--- src/rtl/mc_pkg.sv ---
// mc_pkg: shared types and constants for the multi-cycle control + ALU block.
//   State encodings S0..S10, opcode/funct constants, ALUop and ALU control codes,
//   the packed control-strobe bundle and its per-state decode.
//   Optional feature macro used by consumers: MC_ALU_NOR_EN (enables NOR funct).
package mc_pkg;

   localparam int unsigned STATE_W  = 4;
   localparam int unsigned OPCODE_W = 6;
   localparam int unsigned FUNCT_W  = 6;

   typedef enum logic [STATE_W-1:0] {
      S_FETCH  = 4'd0,
      S_DECODE = 4'd1,
      S_MEMADR = 4'd2,
      S_MEMRD  = 4'd3,
      S_LWWB   = 4'd4,
      S_MEMWR  = 4'd5,
      S_EXEC   = 4'd6,
      S_RCOMP  = 4'd7,
      S_BEQ    = 4'd8,
      S_JUMP   = 4'd9,
      S_HALT   = 4'd10
   } state_e;

   localparam logic [OPCODE_W-1:0] OP_R   = 6'd0;
   localparam logic [OPCODE_W-1:0] OP_J   = 6'd2;
   localparam logic [OPCODE_W-1:0] OP_BEQ = 6'd4;
   localparam logic [OPCODE_W-1:0] OP_LW  = 6'd35;
   localparam logic [OPCODE_W-1:0] OP_SW  = 6'd43;

   localparam logic [FUNCT_W-1:0] FN_ADD = 6'b100000;
   localparam logic [FUNCT_W-1:0] FN_SUB = 6'b100010;
   localparam logic [FUNCT_W-1:0] FN_AND = 6'b100100;
   localparam logic [FUNCT_W-1:0] FN_OR  = 6'b100101;
   localparam logic [FUNCT_W-1:0] FN_NOR = 6'b100111;
   localparam logic [FUNCT_W-1:0] FN_SLT = 6'b101010;

   localparam logic [1:0] ALUOP_ADD   = 2'b00;
   localparam logic [1:0] ALUOP_SUB   = 2'b01;
   localparam logic [1:0] ALUOP_FUNCT = 2'b10;

   typedef enum logic [2:0] {
      ALU_AND = 3'b000,
      ALU_OR  = 3'b001,
      ALU_ADD = 3'b010,
      ALU_NOR = 3'b100,
      ALU_SUB = 3'b110,
      ALU_SLT = 3'b111
   } alu_code_e;

   typedef struct packed {
      logic       pc_write;
      logic       pc_write_cond;
      logic       iord;
      logic       mem_read;
      logic       mem_write;
      logic       ir_write;
      logic       mem_to_reg;
      logic       alu_src_a;
      logic       reg_write;
      logic       reg_dst;
      logic [1:0] pc_source;
      logic [1:0] alu_op;
      logic [1:0] alu_src_b;
      logic       finish;
   } ctrl_t;

   // Moore decode: strobes as a function of state only; unlisted strobes stay 0.
   function automatic ctrl_t ctrl_decode(input state_e st);
      ctrl_t c;
      c = '0;
      case (st)
         S_FETCH: begin
            c.mem_read  = 1'b1;
            c.ir_write  = 1'b1;
            c.pc_write  = 1'b1;
            c.alu_src_b = 2'b01;
         end
         S_DECODE: c.alu_src_b = 2'b11;
         S_MEMADR: begin
            c.alu_src_a = 1'b1;
            c.alu_src_b = 2'b10;
         end
         S_MEMRD: begin
            c.mem_read = 1'b1;
            c.iord     = 1'b1;
         end
         S_LWWB: begin
            c.reg_write  = 1'b1;
            c.mem_to_reg = 1'b1;
         end
         S_MEMWR: begin
            c.mem_write = 1'b1;
            c.iord      = 1'b1;
         end
         S_EXEC: begin
            c.alu_src_a = 1'b1;
            c.alu_op    = ALUOP_FUNCT;
         end
         S_RCOMP: begin
            c.reg_write = 1'b1;
            c.reg_dst   = 1'b1;
         end
         S_BEQ: begin
            c.alu_src_a     = 1'b1;
            c.alu_op        = ALUOP_SUB;
            c.pc_write_cond = 1'b1;
            c.pc_source     = 2'b01;
         end
         S_JUMP: begin
            c.pc_write  = 1'b1;
            c.pc_source = 2'b10;
         end
         S_HALT:  c.finish = 1'b1;
         default: c = '0;
      endcase
      return c;
   endfunction

endpackage

--- src/rtl/mc_ctrl_alu_if.sv ---
// mc_ctrl_alu_if: datapath <-> controller bundle.
//   master: datapath side (drives IR fields and muxed operands).
//   slave : controller side (drives ALU result, zero, state, finish, strobes, pc_en).
interface mc_ctrl_alu_if #(parameter int unsigned WIDTH = 32);
   logic [5:0]       opcode;
   logic [5:0]       funct;
   logic [WIDTH-1:0] op_a;
   logic [WIDTH-1:0] op_b;
   logic [WIDTH-1:0] alu_result;
   logic             zero;
   logic [3:0]       state;
   logic             finish;
   logic             pc_write;
   logic             pc_write_cond;
   logic             iord;
   logic             mem_read;
   logic             mem_write;
   logic             ir_write;
   logic             mem_to_reg;
   logic             alu_src_a;
   logic             reg_write;
   logic             reg_dst;
   logic [1:0]       pc_source;
   logic [1:0]       alu_op;
   logic [1:0]       alu_src_b;
   logic             pc_en;

   modport master (
      output opcode, funct, op_a, op_b,
      input  alu_result, zero, state, finish, pc_write, pc_write_cond, iord,
             mem_read, mem_write, ir_write, mem_to_reg, alu_src_a, reg_write,
             reg_dst, pc_source, alu_op, alu_src_b, pc_en
   );

   modport slave (
      input  opcode, funct, op_a, op_b,
      output alu_result, zero, state, finish, pc_write, pc_write_cond, iord,
             mem_read, mem_write, ir_write, mem_to_reg, alu_src_a, reg_write,
             reg_dst, pc_source, alu_op, alu_src_b, pc_en
   );
endinterface

--- src/rtl/mc_alu_core.sv ---
// mc_alu_core: combinational ALU-control decode (alu_op + funct) and ALU datapath.
//   Ports: alu_op, funct, op_a, op_b in; result, zero out.
//   MC_ALU_NOR_EN: when defined, funct 100111 selects NOR; otherwise it falls to add.
module mc_alu_core
   import mc_pkg::*;
#(
   parameter int unsigned WIDTH = 32
) (
   input  logic [1:0]       alu_op,
   input  logic [5:0]       funct,
   input  logic [WIDTH-1:0] op_a,
   input  logic [WIDTH-1:0] op_b,
   output logic [WIDTH-1:0] result,
   output logic             zero
);

   alu_code_e alu_ctrl;

   // ALU control decode; anything unrecognised defaults to add.
   always_comb begin
      alu_ctrl = ALU_ADD;
      case (alu_op)
         ALUOP_ADD: alu_ctrl = ALU_ADD;
         ALUOP_SUB: alu_ctrl = ALU_SUB;
         ALUOP_FUNCT: begin
            case (funct)
               FN_ADD:  alu_ctrl = ALU_ADD;
               FN_SUB:  alu_ctrl = ALU_SUB;
               FN_AND:  alu_ctrl = ALU_AND;
               FN_OR:   alu_ctrl = ALU_OR;
               FN_SLT:  alu_ctrl = ALU_SLT;
`ifdef MC_ALU_NOR_EN
               FN_NOR:  alu_ctrl = ALU_NOR;
`else
               FN_NOR:  alu_ctrl = ALU_ADD;
`endif
               default: alu_ctrl = ALU_ADD;
            endcase
         end
         default:   alu_ctrl = ALU_ADD;
      endcase
   end

   // Datapath; add/sub wrap with no overflow reporting, slt is signed.
   always_comb begin
      result = op_a + op_b;
      case (alu_ctrl)
         ALU_AND: result = op_a & op_b;
         ALU_OR:  result = op_a | op_b;
         ALU_SUB: result = op_a - op_b;
         ALU_SLT: result = WIDTH'($signed(op_a) < $signed(op_b));
`ifdef MC_ALU_NOR_EN
         ALU_NOR: result = ~(op_a | op_b);
`endif
         default: result = op_a + op_b;
      endcase
   end

   assign zero = (result == '0);

endmodule

--- src/rtl/mc_ctrl_alu.sv ---
// mc_ctrl_alu: multi-cycle CPU control FSM plus ALU.
//   Ports: clk, rst_n (async active-low), bus (mc_ctrl_alu_if.slave):
//     in : opcode, funct, op_a, op_b
//     out: alu_result, zero, pc_en (combinational); state, finish and all
//          datapath strobes (registered Moore outputs of the state).
//   Optional: MC_ALU_NOR_EN (handled in mc_alu_core).
module mc_ctrl_alu
   import mc_pkg::*;
#(
   parameter int unsigned WIDTH = 32
) (
   input  logic          clk,
   input  logic          rst_n,
   mc_ctrl_alu_if.slave  bus
);

   state_e           state_q, state_d;
   ctrl_t            ctrl_q, ctrl_d;
   logic [WIDTH-1:0] alu_result;
   logic             zero;

   // Next state; strobes are decoded from the next state so the registered
   // copy always matches the current state.
   always_comb begin
      state_d = state_q;
      case (state_q)
         S_FETCH:  state_d = S_DECODE;
         S_DECODE: begin
            case (bus.opcode)
               OP_LW, OP_SW: state_d = S_MEMADR;
               OP_R:         state_d = S_EXEC;
               OP_BEQ:       state_d = S_BEQ;
               OP_J:         state_d = S_JUMP;
               default:      state_d = S_HALT;
            endcase
         end
         S_MEMADR: begin
            if (bus.opcode == OP_LW)      state_d = S_MEMRD;
            else if (bus.opcode == OP_SW) state_d = S_MEMWR;
            else                          state_d = S_FETCH;
         end
         S_MEMRD:  state_d = S_LWWB;
         S_LWWB:   state_d = S_FETCH;
         S_MEMWR:  state_d = S_FETCH;
         S_EXEC:   state_d = S_RCOMP;
         S_RCOMP:  state_d = S_FETCH;
         S_BEQ:    state_d = S_FETCH;
         S_JUMP:   state_d = S_FETCH;
         S_HALT:   state_d = S_HALT;
         default:  state_d = S_FETCH;
      endcase
      ctrl_d = ctrl_decode(state_d);
   end

   // State and strobe registers.
   always_ff @(posedge clk or negedge rst_n) begin
      if (!rst_n) begin
         state_q <= S_FETCH;
         ctrl_q  <= ctrl_decode(S_FETCH);
      end else begin
         state_q <= state_d;
         ctrl_q  <= ctrl_d;
      end
   end

   mc_alu_core #(.WIDTH(WIDTH)) u_alu (
      .alu_op (ctrl_q.alu_op),
      .funct  (bus.funct),
      .op_a   (bus.op_a),
      .op_b   (bus.op_b),
      .result (alu_result),
      .zero   (zero)
   );

   assign bus.alu_result    = alu_result;
   assign bus.zero          = zero;
   assign bus.state         = state_q;
   assign bus.finish        = ctrl_q.finish;
   assign bus.pc_write      = ctrl_q.pc_write;
   assign bus.pc_write_cond = ctrl_q.pc_write_cond;
   assign bus.iord          = ctrl_q.iord;
   assign bus.mem_read      = ctrl_q.mem_read;
   assign bus.mem_write     = ctrl_q.mem_write;
   assign bus.ir_write      = ctrl_q.ir_write;
   assign bus.mem_to_reg    = ctrl_q.mem_to_reg;
   assign bus.alu_src_a     = ctrl_q.alu_src_a;
   assign bus.reg_write     = ctrl_q.reg_write;
   assign bus.reg_dst       = ctrl_q.reg_dst;
   assign bus.pc_source     = ctrl_q.pc_source;
   assign bus.alu_op        = ctrl_q.alu_op;
   assign bus.alu_src_b     = ctrl_q.alu_src_b;
   assign bus.pc_en         = ctrl_q.pc_write | (ctrl_q.pc_write_cond & zero);

endmodule

--- src/flat_wrapper.sv ---
// flat-port wrapper written by rule: the top's interface ports become plain ports
module mc_ctrl_alu_flat import mc_pkg::*;
#(
   parameter int unsigned WIDTH = 32
)
  (clk, rst_n, bus_opcode, bus_funct, bus_op_a, bus_op_b, bus_alu_result, bus_zero, bus_state, bus_finish, bus_pc_write, bus_pc_write_cond, bus_iord, bus_mem_read, bus_mem_write, bus_ir_write, bus_mem_to_reg, bus_alu_src_a, bus_reg_write, bus_reg_dst, bus_pc_source, bus_alu_op, bus_alu_src_b, bus_pc_en);
  mc_ctrl_alu_if #(.WIDTH(WIDTH)) bus_i ();
  input  logic clk;
  input  logic rst_n;
  input wire logic [$bits(bus_i.opcode)-1:0] bus_opcode;
  input wire logic [$bits(bus_i.funct)-1:0] bus_funct;
  input wire logic [$bits(bus_i.op_a)-1:0] bus_op_a;
  input wire logic [$bits(bus_i.op_b)-1:0] bus_op_b;
  output wire logic [$bits(bus_i.alu_result)-1:0] bus_alu_result;
  output wire logic [$bits(bus_i.zero)-1:0] bus_zero;
  output wire logic [$bits(bus_i.state)-1:0] bus_state;
  output wire logic [$bits(bus_i.finish)-1:0] bus_finish;
  output wire logic [$bits(bus_i.pc_write)-1:0] bus_pc_write;
  output wire logic [$bits(bus_i.pc_write_cond)-1:0] bus_pc_write_cond;
  output wire logic [$bits(bus_i.iord)-1:0] bus_iord;
  output wire logic [$bits(bus_i.mem_read)-1:0] bus_mem_read;
  output wire logic [$bits(bus_i.mem_write)-1:0] bus_mem_write;
  output wire logic [$bits(bus_i.ir_write)-1:0] bus_ir_write;
  output wire logic [$bits(bus_i.mem_to_reg)-1:0] bus_mem_to_reg;
  output wire logic [$bits(bus_i.alu_src_a)-1:0] bus_alu_src_a;
  output wire logic [$bits(bus_i.reg_write)-1:0] bus_reg_write;
  output wire logic [$bits(bus_i.reg_dst)-1:0] bus_reg_dst;
  output wire logic [$bits(bus_i.pc_source)-1:0] bus_pc_source;
  output wire logic [$bits(bus_i.alu_op)-1:0] bus_alu_op;
  output wire logic [$bits(bus_i.alu_src_b)-1:0] bus_alu_src_b;
  output wire logic [$bits(bus_i.pc_en)-1:0] bus_pc_en;
  assign bus_i.opcode = bus_opcode;
  assign bus_i.funct = bus_funct;
  assign bus_i.op_a = bus_op_a;
  assign bus_i.op_b = bus_op_b;
  assign bus_alu_result = bus_i.alu_result;
  assign bus_zero = bus_i.zero;
  assign bus_state = bus_i.state;
  assign bus_finish = bus_i.finish;
  assign bus_pc_write = bus_i.pc_write;
  assign bus_pc_write_cond = bus_i.pc_write_cond;
  assign bus_iord = bus_i.iord;
  assign bus_mem_read = bus_i.mem_read;
  assign bus_mem_write = bus_i.mem_write;
  assign bus_ir_write = bus_i.ir_write;
  assign bus_mem_to_reg = bus_i.mem_to_reg;
  assign bus_alu_src_a = bus_i.alu_src_a;
  assign bus_reg_write = bus_i.reg_write;
  assign bus_reg_dst = bus_i.reg_dst;
  assign bus_pc_source = bus_i.pc_source;
  assign bus_alu_op = bus_i.alu_op;
  assign bus_alu_src_b = bus_i.alu_src_b;
  assign bus_pc_en = bus_i.pc_en;
  mc_ctrl_alu #(.WIDTH(WIDTH)) u_core (.clk(clk), .rst_n(rst_n), .bus(bus_i));
endmodule
--- config.mk ---
export PLATFORM = sky130hd
export DESIGN_NAME = mc_ctrl_alu_flat
export DESIGN_NICKNAME = d
export VERILOG_FILES = /design/src/rtl/mc_pkg.sv /design/src/rtl/mc_ctrl_alu_if.sv /design/src/rtl/mc_alu_core.sv /design/src/rtl/mc_ctrl_alu.sv /design/src/flat_wrapper.sv
export SDC_FILE = /design/constraint.sdc
export NUM_CORES = 1
export LEC_CHECK = 0
export ABC_AREA = 1
export CAP_MARGIN = 15
export CORE_ASPECT_RATIO = 2
export CORE_MARGIN = 10
export CORE_UTILIZATION = 50
export CTS_CLUSTER_DIAMETER = 120
export CTS_CLUSTER_SIZE = 28
export DETAILED_ROUTE_END_ITERATION = 8
export PLACE_DENSITY = 0.76
export SYNTH_ARGS = -nofsm -noshare
export SYNTH_HDL_FRONTEND = slang
export SYNTH_HIERARCHICAL = 1
export SYNTH_SLANG_ARGS = --single-unit
--- constraint.sdc ---
create_clock -name clk -period 5.9 [get_ports clk]
set_input_delay 1.77 -clock clk [delete_from_list [all_inputs] [get_ports clk]]
set_output_delay 1.77 -clock clk [all_outputs]
set_load 0.02 [all_outputs]
==> results of run 1 <==
[routing by layer]
layer	GRT overflow	track usage, %
met5	1	31.9
met1	1	69.9
met2	175	91.7
met3	0	61.8
met4	100	81.2
[logic make-up after synthesis]
logic type      count (synthesis)  synth area share (%)
fa+ha+maj                     100                  16.2
compound gates                111                  7.61
xor+xnor                        9                  1.01
flops                          19                  6.15
buf+inv                       387                  21.1
simple gates                  849                  47.9
[metrics by stage]
step           area [µm²]  worst slack, ns  std cells
2_1_floorplan        7820           0.0459       1475
3_3_place_gp        11100            -1.41       2034
3_5_place_dp        11100            -1.46       2034
4_1_cts             13200           -0.201       2085
[timing repair]
| item | CTS |
|---|---|
| setup endpoints to repair | 34 |
| gates cloned | 2 |
| pin swaps | 163 |
| buffers inserted | 47 |
| gates resized for setup | 644 |
[Yosys cell counts (all sizes together)]
cell    number  area, µm²
a31oi        1       6.26
and2         1       6.26
nor2       179        790
or2          3       18.8
a21oi       74        382
xor2         9       78.8
nand3b       3       26.3
buf         41        343
dfrtp       15        375
clkbuf       1       5.00
nand3      148        831
nand2      487       1900
ha          98       1230
o211ai       1       7.51
fa           2       40.0
and3         2       12.5
dfstp        4        105
o21bai       7       52.6
o21ai       27        139
inv        345       1300
nor3        11       65.1
nand4       14       87.6
nor3b        1       12.5
a21o         1       7.51
==> impl_metrics.toml, run 1 <==
[outcome]
failing_step = "global routing"
stop_error = "[ERROR GRT-0232] Routing congestion too high. Check the congestion heatmap in the GUI."
status = "stopped before the end"

[die]
die_y_um = 197
io_pins = 133
num_rows = 64
die_x_um = 108
initial_utilization_pct = 51.1

[clocking]
clk_path_buf_depth = 2
cts.root.buffer_cell = "sky130_fd_sc_hd__clkbuf_16"
cts_sinks = 19
postCtsHoldBufs = 0
cts_made_buffers = 3
clock_tree.htree_level_count = 1

[synthesis]
mappedNetlistArea_mm2 = 0.00781
yosys_warnings = 6
number_of_unique_standard_cell_types_used_by_synthesis = 38
postSynthRegisterBits = 19
seq_area_frac_synth_pct = 6.15
postSynthAreaPerCell_um2 = 5.29
netlist_instances = 1475
mappedNetlistNets = 1653

[global_route]
grt_remaining_overflow = 277
track_usage_pct = 75.2
grt_max_degree = 21

[sta]
grt-worst-endpoint = "bus_pc_en"
worstEndpointType = "primary output"

[placement]
gp_congestion = 1.03
placement.io_buffers = 132
place.detailed.hpwl_mm = 31.3
==> run 2, diff against run 1 <==
- CORE_ASPECT_RATIO: 2 -> unset
- CORE_UTILIZATION: 50 -> 35
- CTS_CLUSTER_DIAMETER: 120 -> unset
- CTS_CLUSTER_SIZE: 28 -> unset
- PLACE_DENSITY: 0.76 -> unset
- PLACE_DENSITY_LB_ADDON: unset -> 0.15
==> run 2 against run 1 <==
The flow now finishes, with violations (setup timing). Synthesized cell count did not move. Synthesized area did not move.
==> impl_metrics.toml, run 2 <==
[outcome]
violations_in_the_final_reports = "setup timing"
status = "finished with violations"

[placement]
place.detailed.hpwl_mm = 27.5
placed_cell_area_mm2 = 0.0113
gp_congestion = 1.04
pre_cts_ws_ns = -1.39
placement.io_buffers = 132

[clocking]
clock_tree.htree_level_count = 1
cts.root.buffer_cell = "sky130_fd_sc_hd__clkbuf_16"
cts_made_buffers = 3
tritoncts_clock_tree = "built"
clkLatencyLatePin_ns = 0.25
clk_path_buf_depth = 2
cts_sinks = 19
postCtsHoldBufs = 0
clk_transition_reported_paths_ns = 0.05

[final_layout]
fillCellCount = 2112
syn_to_final_growth_pct = 81.1
register_area_um2 = 480
layout.core_utilization_pct = 64.6
fin_area_mm2 = 0.0141
multiInputGateArea_mm2 = 0.00780
drive_above_1_share_pct = 50.4
final_cell_mix = "313 x sky130_fd_sc_hd__nand2_1, 311 x sky130_fd_sc_hd__buf_4, 221 x sky130_fd_sc_hd__inv_1"
antenna_cells = 0
largest_reg_flops = 4
design.final.nets = 2104
mostFrequentLayoutCell = "sky130_fd_sc_hd__nand2_1"

[sta]
timing.final.crit_period_ns = 6.03
timing_max_transition_violations_final = 0
clock-skew-final_ns = 0.00188
final-hold-violation-count = 0
finalCritPeriodShare_pct = 102
tightest_slew_ns = 0.802
layout_setup_ws_ns = -0.127
finalSetupViolCount = 2
relSlewSlack_pct = 46.3
fmaxAchievable_ghz = 0.166
final.hold.worst_slack_ns = 0.642
rsz0062_at_grt = "true"

[power]
power.net_switching_uw = 1610
comb_power_share_pct = 88.7
pwr-share-clk_pct = 4.4
sw_frac_of_total_pct = 51.4
irDropWorstVdd_v = 0.000285
cell_internal_pwr_uw = 1520
cellPowerDensity_mw_per_mm2 = 221
power.sequential.fraction_pct = 6.8
power.static_leakage_uw = 0.00788

[critical_path]
cp_data_required_time_ns = 4.13
timing.critical_path.fanout_max = 8
critPathArrivalTime_ns = 4.26
worst_setup_path_start_kind = "input port"
startpoint_to_endpoint_class_of_the_critical_path = "in2out"
crit_path_end_kind = "output pin"

[die]
die_area_mm2 = 0.0287
core_region_area_mm2 = 0.0219
num_rows = 54
io_pins = 133
die_y_um = 169
die_x_um = 169
initial_utilization_pct = 35.7

[global_route]
first_global_vias = 10639
grt_remaining_overflow = 0
grt_max_degree = 21
track_usage_pct = 22.9
number_of_antenna_violations_at_the_first_check_in_global_routing = 2
first_pass_grt_wire_length_mm = 54.1

[synthesis]
mappedNetlistArea_mm2 = 0.00781
postSynth.asyncResetShare_pct = 100
netlist_instances = 1475
yosys_warnings = 6
synth.top_cells.by_area = "sky130_fd_sc_hd__nand2_1 22%, sky130_fd_sc_hd__inv_1 16%, sky130_fd_sc_hd__ha_1 16%"
postSynthAreaPerCell_um2 = 5.29
yosysMostFrequentCell = "sky130_fd_sc_hd__nand2_1"
number_of_unique_standard_cell_types_used_by_synthesis = 38
post-synth-top-area-cell = "sky130_fd_sc_hd__nand2_1"
mappedNetlistNets = 1653
postSynthRegisterBits = 19
seq_area_frac_synth_pct = 6.15
netlist.area_leader.share_pct = 22.4
post_synth_most_frequent_cells = "466 x sky130_fd_sc_hd__nand2_1, 330 x sky130_fd_sc_hd__inv_1, 148 x sky130_fd_sc_hd__nor2_1"
synth_enable_flop_cells = 0
ys_dominant_reg_cell = "sky130_fd_sc_hd__dfrtp_1"

[detailed_routing]
detail_route.drc_violations = 0
detailroute.via_count = 10694
dr.pass1.iters = 6
totalWireLength_mm = 35.1
routed_wirelength_normalized_by_instance_count_um = 15.9
ant_nets = 0
post_drt_via_cell_ratio = 4.85
drt-initial-drc-count = 690

[run]
cap_violations = 0

[min_path]
min-delay-path-class = "reg2reg"
[run 2: kinds of logic (layout without fill, tap and decap cells)]
kind of cell | count (synthesis) | after routing | synth area share, %
AO/OA/AOI/OAI | 111 | 111 | 7.61
XOR/XNOR | 9 | 9 | 1.01
adder cells (fa/ha/maj) | 100 | 100 | 16.2
buffers and inverters | 387 | 837 | 21.1
flip-flops | 19 | 19 | 6.15
AND/OR/NAND/NOR | 849 | 849 | 47.9
[run 2: worst paths after layout]
check / start / endpoint / slack [ns] / cells past startpoint
worst max register to register: u_core/bus.state[0] / u_core/bus.alu_src_a / 4.50 / 9
worst max-delay path: bus_op_a[14] / bus_pc_en / -0.13 / 18
max in group asynchronous: rst_n / u_core/bus.alu_src_a / 3.41 / 1
worst min-delay path: u_core/bus.state[2] / u_core/bus.reg_dst / 0.64 / 2
min in group asynchronous: rst_n / u_core/bus.iord / 1.99 / 1
worst min register to register: u_core/bus.state[2] / u_core/bus.reg_dst / 0.64 / 2
[run 2: routing by layer]
layer | routed length (µm) | vias up | share of wire [%] | track usage (%)
li1 | - | 5332 | - | -
met1 | 15100 | 4929 | 43 | 29.4
met2 | 16600 | 365 | 47 | 39.4
met3 | 2390 | 64 | 6.8 | 3.01
met4 | 1010 | 4 | 2.9 | 5.85
met5 | 25 | - | 0.071 | 0
[run 2: cell type report]
class	instances	area share, %
clock buffers	3	0.531
clock inverters	1	0.0354
inverters	345	9.35
multi-input cells	1069	55.2
flip-flops and latches	19	3.40
well taps	280	2.48
repair buffers	488	29.0
[run 2: worst max-delay path: stages]
cell and delay (ns):
sky130_fd_sc_hd__dlygate4sd2_1 0.23, sky130_fd_sc_hd__inv_2 0.05, sky130_fd_sc_hd__ha_4 0.29, sky130_fd_sc_hd__nand2_2 0.16, sky130_fd_sc_hd__inv_1 0.10, sky130_fd_sc_hd__nand2_1 0.08
sky130_fd_sc_hd__nand2_2 0.08, sky130_fd_sc_hd__a21oi_4 0.14, sky130_fd_sc_hd__nand2_4 0.11, sky130_fd_sc_hd__o21ai_0 0.24, sky130_fd_sc_hd__nand3_2 0.14, sky130_fd_sc_hd__nor2_2 0.14
sky130_fd_sc_hd__nand2_2 0.08, sky130_fd_sc_hd__nor2_4 0.16, sky130_fd_sc_hd__nand2_2 0.09, sky130_fd_sc_hd__nor2_4 0.14, sky130_fd_sc_hd__a21o_1 0.14, sky130_fd_sc_hd__buf_6 0.11
[run 2: timing repair]
| action | 4_1_cts | 5_1_grt |
|---|---|---|
| setup buffers | 60 | 16 |
| resized for setup | 689 | 197 |
| pin swaps | 180 | 111 |
| endpoints found under the setup margin | 34 | 14 |
| gates cloned | 1 | 0 |
[run 2: power groups by stage]
stage | logic (µW) | clock network [µW] | registers (µW)
after floorplan | 1090 | 0 | 262
after global placement | 2270 | 0 | 215
after detailed placement | 2260 | 0 | 215
after CTS | 2560 | 142 | 214
after global routing | 2960 | 146 | 219
final | 2780 | 138 | 214
[run 2: metrics by stage]
step | setup TNS (ns) | std cells | total power [µW]
2_1_floorplan | 0 | 1475 | 1350
3_3_place_gp | -16.42 | 2125 | 2480
3_5_place_dp | -17.13 | 2125 | 2480
4_1_cts | -0.0975 | 2190 | 2920
5_1_grt | -0.513 | 2205 | 3330
6_report | -0.207 | 2205 | 3130
(Power assumes the default switching activity.)
==> variant 1 (settings of run 2) <==
Build with the macro `MC_ALU_NOR_EN` defined.
--- a/src/rtl/mc_alu_core.sv
+++ b/src/rtl/mc_alu_core.sv
@@ -2,4 +2,6 @@
 //   Ports: alu_op, funct, op_a, op_b in; result, zero out.
 //   MC_ALU_NOR_EN: when defined, funct 100111 selects NOR; otherwise it falls to add.
+`define MC_ALU_NOR_EN
+
 module mc_alu_core
    import mc_pkg::*;
Formal check against the unedited RTL: not equivalent (Yosys sat finds a counterexample within 4 cycles, from zero or initial values and one cycle with rst_n low).
==> variant 1 against run 2 <==
The run still ends with negative setup slack left; sequential cell count unchanged; setup slack improved by 0.030 ns; final area increased by 6.5%; total power increased by 3.6%; area after synthesis increased by 5.7%; hold slack got worse by 0.0079 ns; largest power group unchanged; wire length increased by 12%; largest cell class unchanged.
==> variant 1: results (changes against run 2) <==
Run status:
- The flow ran to the end, but the final reports show violations.
- The checks that failed: negative setup slack.

Power:
- The net switching power figure is 1.68 mW (+4.9%).
- The internal power contribution came to 1.55 mW (+2.2%).
- The power drawn by the combinational cells was 2.89 mW (+4%).
- The total leakage power came to 8.27 nW (+5.0%).
- The peak supply drop is 0.000317 V (+11%).

Cells and area:
- The multi-input gate share of the layout cell area is 55.6% (+0.46 points).
- The number of combinational gates with multiple inputs came to 1,203 (+13%).
- The area of the multi-input gates is 0.00838 sq mm (+7.4%).
- The layout buffering overhead excluding clock cells was 29.1% (+0.078 points).
- The ratio of cells with drive above 1 in the final layout came to 48.1% (-2.4 points).
- The count of non-CTS buffers in the layout came to 526 (+7.8%).
- The proportion of cell area occupied by registers came to 3.19% (-0.21 points).
- The proportion of cell area spent on the clock network was 0.531% (-0.035 points).

Yosys:
- The yosys synthesis warning count is 6 (unchanged).
- The adder and majority cell fraction of the synthesized area is 15.3% (-0.88 points).
- The mean area per synthesized cell is 5.13 sq um (-3.1%).
- The net count after synthesis is 1,788 (+8.2%).
- Sorting the synthesized cells by how often they occur yields nand2_1 (553), inv_1 (346), nor2_1 (190).
- The area fraction in compound gates after synthesis is 5.27% (-2.3 points).
- The parity-gate share of the synthesized area counting xor and xnor cells is 2.12% (+1.1 points).
- Ranked by total cell area, the synthesized netlist is headed by nand2_1 (25%), inv_1 (16%), ha_1 (15%).

Floorplanning:
- The full die area is 0.0301 sq mm (+5.1%).

GRT:
- The pin count of the biggest net entering global routing is 20 (-4.8%).
- The via count of the first global-routing pass is 11.3k (+6.1%).
- The met2 track demand over resource in global routing is 41.8% (+2.4 points).
- The wire length of the first global-routing pass was 58.7 mm (+8.7%).
- The global-route met3 utilization is 2.92% (-0.092 points).
- The global router's overall resource usage is 23.8% (+0.92 points).
- The initial antenna violation count is 0 (-2).

Clock network:
- The total setup buffers inserted after CTS is 35 (-42%).
- The count of instances resized after the clock tree is built is 563 (-18%).

Critical path:
- The launching instance or port of the critical path is bus_op_a[21].
- The launch instance of the worst register-to-register path is u_core/bus.state[2]$_DFF_PN0_.
- The largest fanout on the critical path is 5 (-3).
- The arrival time at the worst endpoint is 4.23 ns (-0.03 ns).

Route:
- The final routed wirelength across all metal layers is 39.3 mm (+12%).
- The number of violations reported at the end of detailed-routing iteration 0 is 851 (+23%).
- The vias per cell is 4.83 (-0.31%).
- The sum of routed wire segments on met1 is 16.5 mm (+9.5%).
- The number of optimization iterations in the first detailed-route pass is 5 (-1).

STA:
- The worst-case clock skew came to 0.00219 ns (+0.000316 ns).
- The number of setup violations in the final report was 2 (unchanged).
- The post-route setup TNS is -0.124 ns (+0.0830 ns).
- The headroom to the max-slew limit is 47.9% (+1.5 points).
- The least setup slack across all paths after layout came to -0.0969 ns (+0.0299 ns).

Placement:
- The final weighted congestion in routability-driven placement came to 1.03 (-0.40%).
- The worst setup timing slack at the placement stage is -1.47 ns (-0.0782 ns).
- The total placed cells including tap cells is 2,341 (+10%).
- The total half-perimeter wirelength after legalization and detailed placement is 31.4 mm (+14%).
- The cell area reported after detailed placement is 0.0122 sq mm (+7.9%).
==> variant 1: cell types whose count changed after synthesis, sizes merged, moves of 9 or more <==
cell,delta
a21oi,-23
nand2,+82
nand4,+16
nor2,+33
o21ai,-9
xor2,+10
==> variant 1: worst paths after layout <==
kind | cells after the start | slack (ns) | to
setup / recovery | 22 | -0.1 | bus_pc_en
hold / removal | 2 | 0.63 | u_core/bus.reg_dst$_DFF_PN0_
setup reg to reg | 8 | 4.54 | u_core/bus.alu_src_a$_DFF_PN0_
hold reg to reg | 2 | 0.63 | u_core/bus.reg_dst$_DFF_PN0_
max in group asynchronous | 1 | 3.43 | u_core/bus.mem_to_reg$_DFF_PN0_
min in group asynchronous | 1 | 1.98 | u_core/bus.alu_src_b[1]$_DFF_PN0_
==> variant 1: critical path: cells and delay by family <==
kind,cells,cell delay [ns]
simple gates,13,1.17
buf+inv,7,0.83
compound gates,1,0.13
fa+ha+maj,1,0.31
==> variant 2 (settings of run 2) <==
Without the edit above. Make the reset (`rst_n`) synchronous in one clocked block. Comments in the files are not updated.
--- a/src/rtl/mc_ctrl_alu.sv
+++ b/src/rtl/mc_ctrl_alu.sv
@@ -54,5 +54,5 @@
 
    // State and strobe registers.
-   always_ff @(posedge clk or negedge rst_n) begin
+   always_ff @(posedge clk) begin
       if (!rst_n) begin
          state_q <= S_FETCH;
Check against the original RTL: differs if rst_n is asserted again (counterexample within 4 cycles, from zero or initial values and one cycle with rst_n low); with rst_n held inactive, the same outputs for 10 cycles.
==> variant 2 against run 2 <==
The run still ends with negative setup slack left; area after synthesis grew 0.46%; non-clock buffer count up 1; final area shrank 0.73%; total power down 38%; sequential cell count is the same; wire length up 0.18%; critical path depth is 4 higher; setup slack better by 0.030 ns; clock skew fell by 0.0011 ns; largest cell class unchanged.
==> variant 2: results (changes against run 2) <==
Run status:
- The final reports fail on negative setup slack.
- The run finished, with violations left.

Placement:
- The total half-perimeter wirelength after legalization and detailed placement is 27.8 mm (+0.90%).
- The final weighted congestion in routability-driven placement came to 0.996 (-4.0%).
- The total placed cells including tap cells is 2,159 (+1.6%).

GRT:
- The initial antenna violation count came to 1 (-1).
- The global router's overall resource usage is 22.5% (-0.40 points).
- The wire length of the first global-routing pass is 52.9 mm (-2.2%).
- The via count of the first global-routing pass is 10.4k (-2.2%).

Yosys:
- The area fraction in compound gates after synthesis is 7.94% (+0.33 points).
- The parity-gate share of the synthesized area counting xor and xnor cells is 1.00% (-0.0047 points).
- In the post-synthesis netlist, the biggest area contributors are nand2_1 (23%), inv_1 (16%), ha_1 (16%).
- The distinct cell type count of the synthesized netlist is 36 (-5.3%).
- The fraction of synthesis flops using an asynchronous set or reset pin was 0% (-100 points).
- The mean area per synthesized cell came to 5.22 sq um (-1.5%).
- By count the netlist is led by nand2_1 (475), inv_1 (328), nor2_1 (159).
- The net count after synthesis is 1,682 (+1.8%).

Critical path:
- The largest fanout on the critical path is 3 (-5).
- The worst-case register-to-register setup slack was 4.48 ns (-0.02 ns).
- The worst register-to-register path begins at u_core/bus.state[1]$_SDFF_PN0_.
- The worst register-to-register path ends at u_core/bus.pc_write$_SDFF_PN1_.
- The worst reg-to-reg path cell count is 7 (-2).

Cells and area:
- The ratio of cells with drive above 1 in the final layout is 48.9% (-1.6 points).
- The number of nets at the end of the flow is 2,133 (+1.4%).

STA:
- The number of setup violations in the final report is 2 (unchanged).
- The least setup slack across all paths after layout was -0.0968 ns (+0.0300 ns).
- The slew at the pin closest to its max-slew limit is 0.407 ns (-0.396 ns).

Min path:
- The sink of the worst hold path is u_core/bus.mem_to_reg$_SDFF_PN0_.

Route:
- The post-detailed-route wirelength per cell is 15.7 um (-1.1%).
- The total number of vias is 10.8k (+1.2%).
- The vias per cell was 4.84 (-0.15%).

Power:
- The peak supply drop is 0.000190 V (-33%).
==> variant 2: changes by cell type after synthesis, sizes merged, moves of 4 or more <==
cell | before | now
nand2 | 487 | 497
nand3 | 148 | 154
nor2 | 179 | 189
dfrtp | 15 | 0
dfxtp | 0 | 19
dfstp | 4 | 0
==> variant 2: routing by layer <==
metal	routed length (um)	vias to the layer above	track usage [%]
met2	16600	375	38.3
met4	397	2	3.36
met5	13	-	0
met1	15100	4989	28.9
li1	-	5422	-
met3	3060	30	4.98
==> variant 2: area by class of cell <==
| class | instances | area share [%] |
|---|---|---|
| inverter | 346 | 9.45 |
| sequential | 19 | 2.71 |
| timing repair buffer | 489 | 28.6 |
| multi-input combinational | 1096 | 56.2 |
| tap | 280 | 2.50 |
| clock buffer | 4 | 0.561 |
==> variant 2: critical path, cell delays in order <==
cell	delay [ns]
buf_8	0.10
buf_6	0.11
ha_4	0.15
fa_2	0.35
inv_2	0.10
nand3_2	0.09
nand3_4	0.11
buf_6	0.11
nand2_4	0.05
nand3_4	0.10
nand2_2	0.07
nand2_1	0.06
nand2_1	0.06
nand3_2	0.09
nand3_4	0.09
nor2_4	0.13
nand2_2	0.09
nor2_4	0.10
nand2_2	0.07
nor2_4	0.13
a21o_1	0.15
buf_6	0.12
==> variant 2: kinds of logic after synthesis <==
kind of cell,Yosys count
AO/OA/AOI/OAI,115
XOR/XNOR,9
buffers and inverters,389
adder cells (fa/ha/maj),100
AND/OR/NAND/NOR,872
flip-flops,19
==> variant 2: worst max-delay path by stage <==
stage                             from   endpoint  slack (ns)  depth (start not counted)
after floorplan            bus_op_a[0]  bus_pc_en        0.05                         18
after global placement     bus_op_a[0]  bus_pc_en       -1.33                         19
after detailed placement   bus_op_a[0]  bus_pc_en       -1.34                         19
after CTS                 bus_funct[1]  bus_pc_en       -0.19                         20
after global routing      bus_op_a[14]  bus_pc_en       -0.24                         21
final                      bus_op_b[0]  bus_pc_en        -0.1                         22
==> variant 2: stage by stage <==
step	hold slack (ns)	power (mW)	setup slack (ns)	setup TNS, ns	instance area, sq um
after floorplan	0.636	0.820	0.0459	0	7850
after global placement	0.617	1.44	-1.33	-17.23	11400
after detailed placement	0.604	1.44	-1.34	-17.69	11400
after CTS	0.620	1.78	-0.190	-0.244	13200
after global routing	0.677	2.05	-0.241	-0.456	14000
final	0.628	1.93	-0.0968	-0.166	14000
==> variant 2: timing repair <==
action | CTS | global route
gates cloned | 0 | 1
endpoints found under the setup margin | 34 | 20
pin swaps | 148 | 151
resized for setup | 593 | 271
setup buffers | 30 | 40
==> variant 2: power groups by stage <==
stage	combinational (mW)	clock, mW	sequential, mW
final	1.63	0.138	0.156
after global routing	1.75	0.147	0.157
after CTS	1.48	0.141	0.156
after detailed placement	1.28	0	0.157
after global placement	1.28	0	0.158
after floorplan	0.645	0	0.175
